===== src/rtl/button_input_conditioner.sv =====
// button_input_conditioner
// Conditions raw board inputs for the game core. Each push button is
// synchronized and debounced, and a one-cycle pulse is produced per accepted
// press. Each slide switch is synchronized without debouncing.
// Optional macro BTN_AUTOREPEAT_EN: a held button emits repeat pulses,
// the first after REPEAT_DELAY cycles and then one every REPEAT_PERIOD cycles.
module button_input_conditioner #(
  parameter int NUM_BTN         = 5,
  parameter int SW_WIDTH        = 16,
  parameter int SYNC_STAGES     = 2,
  parameter int DEBOUNCE_CYCLES = 500000,
  parameter int REPEAT_DELAY    = 25000000,
  parameter int REPEAT_PERIOD   = 5000000
) (
  input  logic                clk,
  input  logic                rst,
  input  logic [NUM_BTN-1:0]  btn_raw,
  input  logic [SW_WIDTH-1:0] sw_raw,
  output logic [NUM_BTN-1:0]  btn_level,
  output logic [NUM_BTN-1:0]  btn_pulse,
  output logic [SW_WIDTH-1:0] sw_sync
);

  // Reject parameter values the logic below does not support.
  if (SYNC_STAGES < 2 || SYNC_STAGES > 4) begin : g_bad_sync
    $error("SYNC_STAGES must be in 2..4");
  end
  if (DEBOUNCE_CYCLES < 1) begin : g_bad_deb
    $error("DEBOUNCE_CYCLES must be >= 1");
  end
  if (REPEAT_DELAY < 1 || REPEAT_PERIOD < 1) begin : g_bad_rep
    $error("REPEAT_DELAY and REPEAT_PERIOD must be >= 1");
  end

  localparam int CNT_W = $clog2(DEBOUNCE_CYCLES + 1);
  localparam logic [CNT_W-1:0] DEB_LAST = CNT_W'(DEBOUNCE_CYCLES - 1);

`ifdef BTN_AUTOREPEAT_EN
  localparam int HOLD_MAX = (REPEAT_DELAY > REPEAT_PERIOD) ? REPEAT_DELAY : REPEAT_PERIOD;
  localparam int HOLD_W   = $clog2(HOLD_MAX + 1);
  localparam logic [HOLD_W-1:0] RD_LAST = HOLD_W'(REPEAT_DELAY - 1);
  localparam logic [HOLD_W-1:0] RP_LAST = HOLD_W'(REPEAT_PERIOD - 1);

  typedef enum logic [1:0] {UP, HELD, REPEAT} press_state_t;
  logic [HOLD_W-1:0] hold_cnt [NUM_BTN];
`else
  typedef enum logic {UP, HELD} press_state_t;
`endif

  logic [NUM_BTN-1:0]  btn_chain [SYNC_STAGES];
  logic [SW_WIDTH-1:0] sw_chain  [SYNC_STAGES];
  logic [NUM_BTN-1:0]  btn_sync;
  logic [CNT_W-1:0]    deb_cnt   [NUM_BTN];
  logic [CNT_W-1:0]    cnt_next  [NUM_BTN];
  logic [NUM_BTN-1:0]  level_next;
  press_state_t        state     [NUM_BTN];

  assign btn_sync = btn_chain[SYNC_STAGES-1];
  assign sw_sync  = sw_chain[SYNC_STAGES-1];

  // Synchronizer chains for buttons and switches.
  always_ff @(posedge clk or posedge rst) begin
    if (rst) begin
      for (int unsigned i = 0; i < SYNC_STAGES; i++) begin
        btn_chain[i] <= '0;
        sw_chain[i]  <= '0;
      end
    end else begin
      btn_chain[0] <= btn_raw;
      sw_chain[0]  <= sw_raw;
      for (int unsigned i = 1; i < SYNC_STAGES; i++) begin
        btn_chain[i] <= btn_chain[i-1];
        sw_chain[i]  <= sw_chain[i-1];
      end
    end
  end

  // Next debounced level and counter: any agreement with btn_sync restarts the count.
  always_comb begin
    level_next = btn_level;
    for (int unsigned b = 0; b < NUM_BTN; b++) begin
      cnt_next[b] = '0;
      if (btn_sync[b] != btn_level[b]) begin
        if (deb_cnt[b] == DEB_LAST) begin
          level_next[b] = ~btn_level[b];
        end else begin
          cnt_next[b] = deb_cnt[b] + 1'b1;
        end
      end
    end
  end

  // Debounce state registers.
  always_ff @(posedge clk or posedge rst) begin
    if (rst) begin
      btn_level <= '0;
      for (int unsigned b = 0; b < NUM_BTN; b++) deb_cnt[b] <= '0;
    end else begin
      btn_level <= level_next;
      for (int unsigned b = 0; b < NUM_BTN; b++) deb_cnt[b] <= cnt_next[b];
    end
  end

  // Per-button press FSM; the FSM looks at level_next so the press pulse
  // lands in the same cycle btn_level first reads 1.
  always_ff @(posedge clk or posedge rst) begin
    if (rst) begin
      btn_pulse <= '0;
      for (int unsigned b = 0; b < NUM_BTN; b++) begin
        state[b] <= UP;
`ifdef BTN_AUTOREPEAT_EN
        hold_cnt[b] <= '0;
`endif
      end
    end else begin
      btn_pulse <= '0;
      for (int unsigned b = 0; b < NUM_BTN; b++) begin
        case (state[b])
          UP: begin
            if (level_next[b] && !btn_level[b]) begin
              state[b]     <= HELD;
              btn_pulse[b] <= 1'b1;
`ifdef BTN_AUTOREPEAT_EN
              hold_cnt[b]  <= '0;
`endif
            end
          end
          HELD: begin
            if (!level_next[b]) begin
              state[b] <= UP;
`ifdef BTN_AUTOREPEAT_EN
              hold_cnt[b] <= '0;
            end else if (hold_cnt[b] == RD_LAST) begin
              state[b]     <= REPEAT;
              btn_pulse[b] <= 1'b1;
              hold_cnt[b]  <= '0;
            end else begin
              hold_cnt[b] <= hold_cnt[b] + 1'b1;
`endif
            end
          end
`ifdef BTN_AUTOREPEAT_EN
          REPEAT: begin
            if (!level_next[b]) begin
              state[b]    <= UP;
              hold_cnt[b] <= '0;
            end else if (hold_cnt[b] == RP_LAST) begin
              btn_pulse[b] <= 1'b1;
              hold_cnt[b]  <= '0;
            end else begin
              hold_cnt[b] <= hold_cnt[b] + 1'b1;
            end
          end
`endif
          default: state[b] <= UP;
        endcase
      end
    end
  end

endmodule


===== config.mk =====
export PLATFORM = sky130hd
export DESIGN_NAME = button_input_conditioner
export DESIGN_NICKNAME = d
export VERILOG_FILES = /design/src/rtl/button_input_conditioner.sv
export SDC_FILE = /design/constraint.sdc
export NUM_CORES = 1
export LEC_CHECK = 0
export BUFFER_PORTS_ARGS = -buffer_cell sky130_fd_sc_hd__buf_2
export CAP_MARGIN = 15
export CORE_MARGIN = 2
export CORE_UTILIZATION = 49
export CTS_BUF_LIST = sky130_fd_sc_hd__clkbuf_8
export DETAILED_ROUTE_END_ITERATION = 10
export PLACE_DENSITY_LB_ADDON = 0.12
export SYNTH_ARGS = -nofsm -noshare
export SYNTH_HDL_FRONTEND = slang
export SYNTH_SLANG_ARGS = --single-unit

===== constraint.sdc =====
create_clock -name clk -period 7.27 [get_ports clk]
set_clock_uncertainty 0.1 [all_clocks]
set_input_delay 1.0905 -clock clk [delete_from_list [all_inputs] [get_ports clk]]
set_output_delay 1.0905 -clock clk [all_outputs]
set_load 0.005 [all_outputs]

==> run summary <==
Status -> finished clean
Number of synthesized register bits -> 152
Slowest cell on the critical path -> o21ai_2
TNS Setup -> 0 ns
P_leak -> 3.16 nW
Period utilisation layout -> 0.336
Die Wd -> 120 µm
Via density -> 5.40
Worst path arrival time -> 2.65 ns
# fillers -> 1133
CP Class -> reg -> reg
Distinct cells, synth -> 51
Longest Clk Path Bufs -> 2
Switching pwr -> 0.370 mW
Buf+Inv Stages, Crit Path -> 0
Post-Syn Area -> 0.00659 mm²
# diodes -> 0
Clk root buf -> clkbuf_8
Slew Viols, Final -> 0
WL/cell -> 14.1 µm
Mean Syn Cell Area -> 11.0 µm²
Reg power frac -> 0.535
Sw Ratio -> 0.226
Register area share after synthesis -> 0.577
Worst Hold Class -> reg -> reg
Commonest non-fill, non-tap cell in the layout -> dfrtp_1
Utilization after layout -> 0.557
Post-synth ARST share -> 1.00
Synth area leaders -> dfrtp_1 (58%), xor2_1 (5.2%), nor2_1 (4.3%)
P&R area growth vs syn -> 11.4%
P_int -> 1.27 mW
Unrepaired setup endpoints after global routing -> no
Clk_lat worst skew -> 0.45 ns
Port-buffer cells -> 48
Comb pwr share -> 0.032
Largest net degree at the start of global routing -> 83
CP top delay family -> simple AND/OR/NAND/NOR gates
CTS Buf Count -> 17
CP max FO -> 17
Worst reg-to-reg path cell count -> 4
Setup violations, final -> 0
Leading area contributor after synthesis -> dfrtp_1
Gate Count Post-Synth -> 600
Top Ports -> 49
H-tree lvl count -> 4
CP cell instances -> or4_1 > or4_4 > o21ai_2 > nor2_1
Clock power frac -> 0.433
Worst path depth -> 4
PostCTS Resize Cnt -> 0
Post-synth EDFFs -> 0
Mapped Nets -> 628
Vias in the first global route -> 4442
Postcts setup bufs -> 0
Dpl hpwl -> 7730 µm
# DRC -> 0
Die area -> 0.0144 mm²
CP Data Required Time -> 7.48 ns
Pwr Total -> 1.64 mW
Number of core rows -> 42
Core area -> 0.0132 mm²
CP peak stage delay -> 0.59 ns
DR vias -> 4480
Relative slew slack -> 0.335
Overall routing resource usage -> 0.178
DR iter-0 viols -> 375
Cts hold-fix bufs -> 0
Clk slew on worst S/H paths -> 0.08 ns
Worst Tran Pin Value -> 0.997 ns
TritonCTS clock tree -> yes
Worst vdd ir -> 0.154 mV
Final hold violations -> 0
Hold path depth -> 0
NumNets Final -> 668
Initial core utilization -> 0.500
Ys flop type -> dfrtp_1
Power Dens Cells -> 223 mW/mm²
Yosys warns -> 0
Die Height -> 120 µm
Final WL -> 11700 µm
Clock sinks -> 152
First-pass GRT wire length -> 20300 µm
Synth top area share -> 0.577
Startpoint types -> flip-flop
Total grt overflow -> 0
Minimum clock period after layout -> 2.44 ns
Layout cells sized above 1 -> 0.153
Initial antenna violation count -> 0
Most frequent cells in the layout -> dfrtp_1 (152), nor2_1 (76), buf_2 (48)
Post-DRT Antenna Nets -> 0
Fmax -> 409 MHz
TritonRoute pass-1 iters -> 5
Routability Congestion -> 0.840
Total of max-cap violations -> 0
Endpoint class of the critical path -> flip-flop
[logic make-up (layout without fill, tap and decap cells)]
group,count (synthesis),after routing,share of synthesized area
simple gates,273,273,0.226
flops,152,152,0.577
xor+xnor,70,70,0.0930
compound gates,57,57,0.0558
buf+inv,41,94,0.0345
fa+ha+maj,5,5,0.00949
mux,2,2,0.00398
[metal layers]
layer,routed length [µm],GRT usage,share of wire
met5,0,0,0
met4,128,0.0603,0.011
met3,468,0.0518,0.040
met2,5390,0.274,0.46
met1,5690,0.242,0.49
[final timing paths]
path / startpoint / end / slack [ns]
worst max-delay path: deb_cnt[30] / deb_cnt[27] / 4.83
worst min-delay path: sw_chain[21] / sw_sync[5] / 0.25
worst max register to register: deb_cnt[30] / deb_cnt[27] / 4.83
worst min register to register: sw_chain[21] / sw_sync[5] / 0.25
max in group asynchronous: rst / btn_chain[8] / 5.03
min in group asynchronous: rst / sw_sync[12] / 0.61
[registers in the layout (all words and copies together) (netlist names)]
signal,cells
btn_chain,5
btn_level,5
btn_pulse,5
btn_sync,5
deb_cnt,95
state,5
sw_chain,16
sw_sync,16
[synthesized netlist by cell type, types with 2 or more instances]
library cell  number
dfrtp_1          152
nor2_1            76
xor2_1            39
nand3_1           33
nand2_1           31
xnor2_1           31
nand4_1           29
a21oi_1           22
buf_4             17
and4_1            12
nor4_1            12
o21ai_0           12
or3_1             12
or4_1             12
and2_1            11
clkbuf_1          11
inv_1             10
and3_1             9
nor3_1             8
nor4b_1            7
o31ai_1            6
ha_1               5
or2_2              4
o21bai_1           3
or4b_1             3
buf_2              2
nand2b_1           2
nand3b_1           2
nor2b_1            2
o21ai_1            2
o32ai_1            2
o41ai_1            2
[area by class of cell]
class                           count  area [µm²]  area share
Sequential cell                   152        3800       0.518
Multi-Input combinational cell    407        2560       0.349
Timing Repair Buffer               52         274      0.0373
Clock buffer                       18         248      0.0337
Tap cell                          176         220      0.0300
Clock inverter                     14         198      0.0269
Inverter                           10        42.5     0.00579
[power groups by stage]
stage                     clock, mW  sequential, mW  combinational, mW
after floorplan                   0           0.889             0.0389
after global placement            0           0.892             0.0520
after detailed placement          0           0.892             0.0534
after CTS                     0.727           0.875             0.0539
after global routing          0.762           0.878             0.0616
final                         0.709           0.875             0.0520
[worst register-to-register path: stages (launching register included)]
cell,delay (ns)
dfrtp_1,0.43
or4_1,0.53
or4_4,0.53
o21ai_2,0.59
nor2_1,0.13
[metrics by stage]
step	std cells	instance area [µm²]	hold WS, ns	setup slack (ns)
2_1_floorplan	600	6590	0.231	1.99
3_3_place_gp	796	6890	0.232	4.45
3_5_place_dp	796	6890	0.235	4.41
4_1_cts	828	7340	0.253	4.81
5_1_grt	829	7350	0.258	4.63
6_report	829	7350	0.251	4.83
No activity file was read; power rests on OpenSTA's default activity.
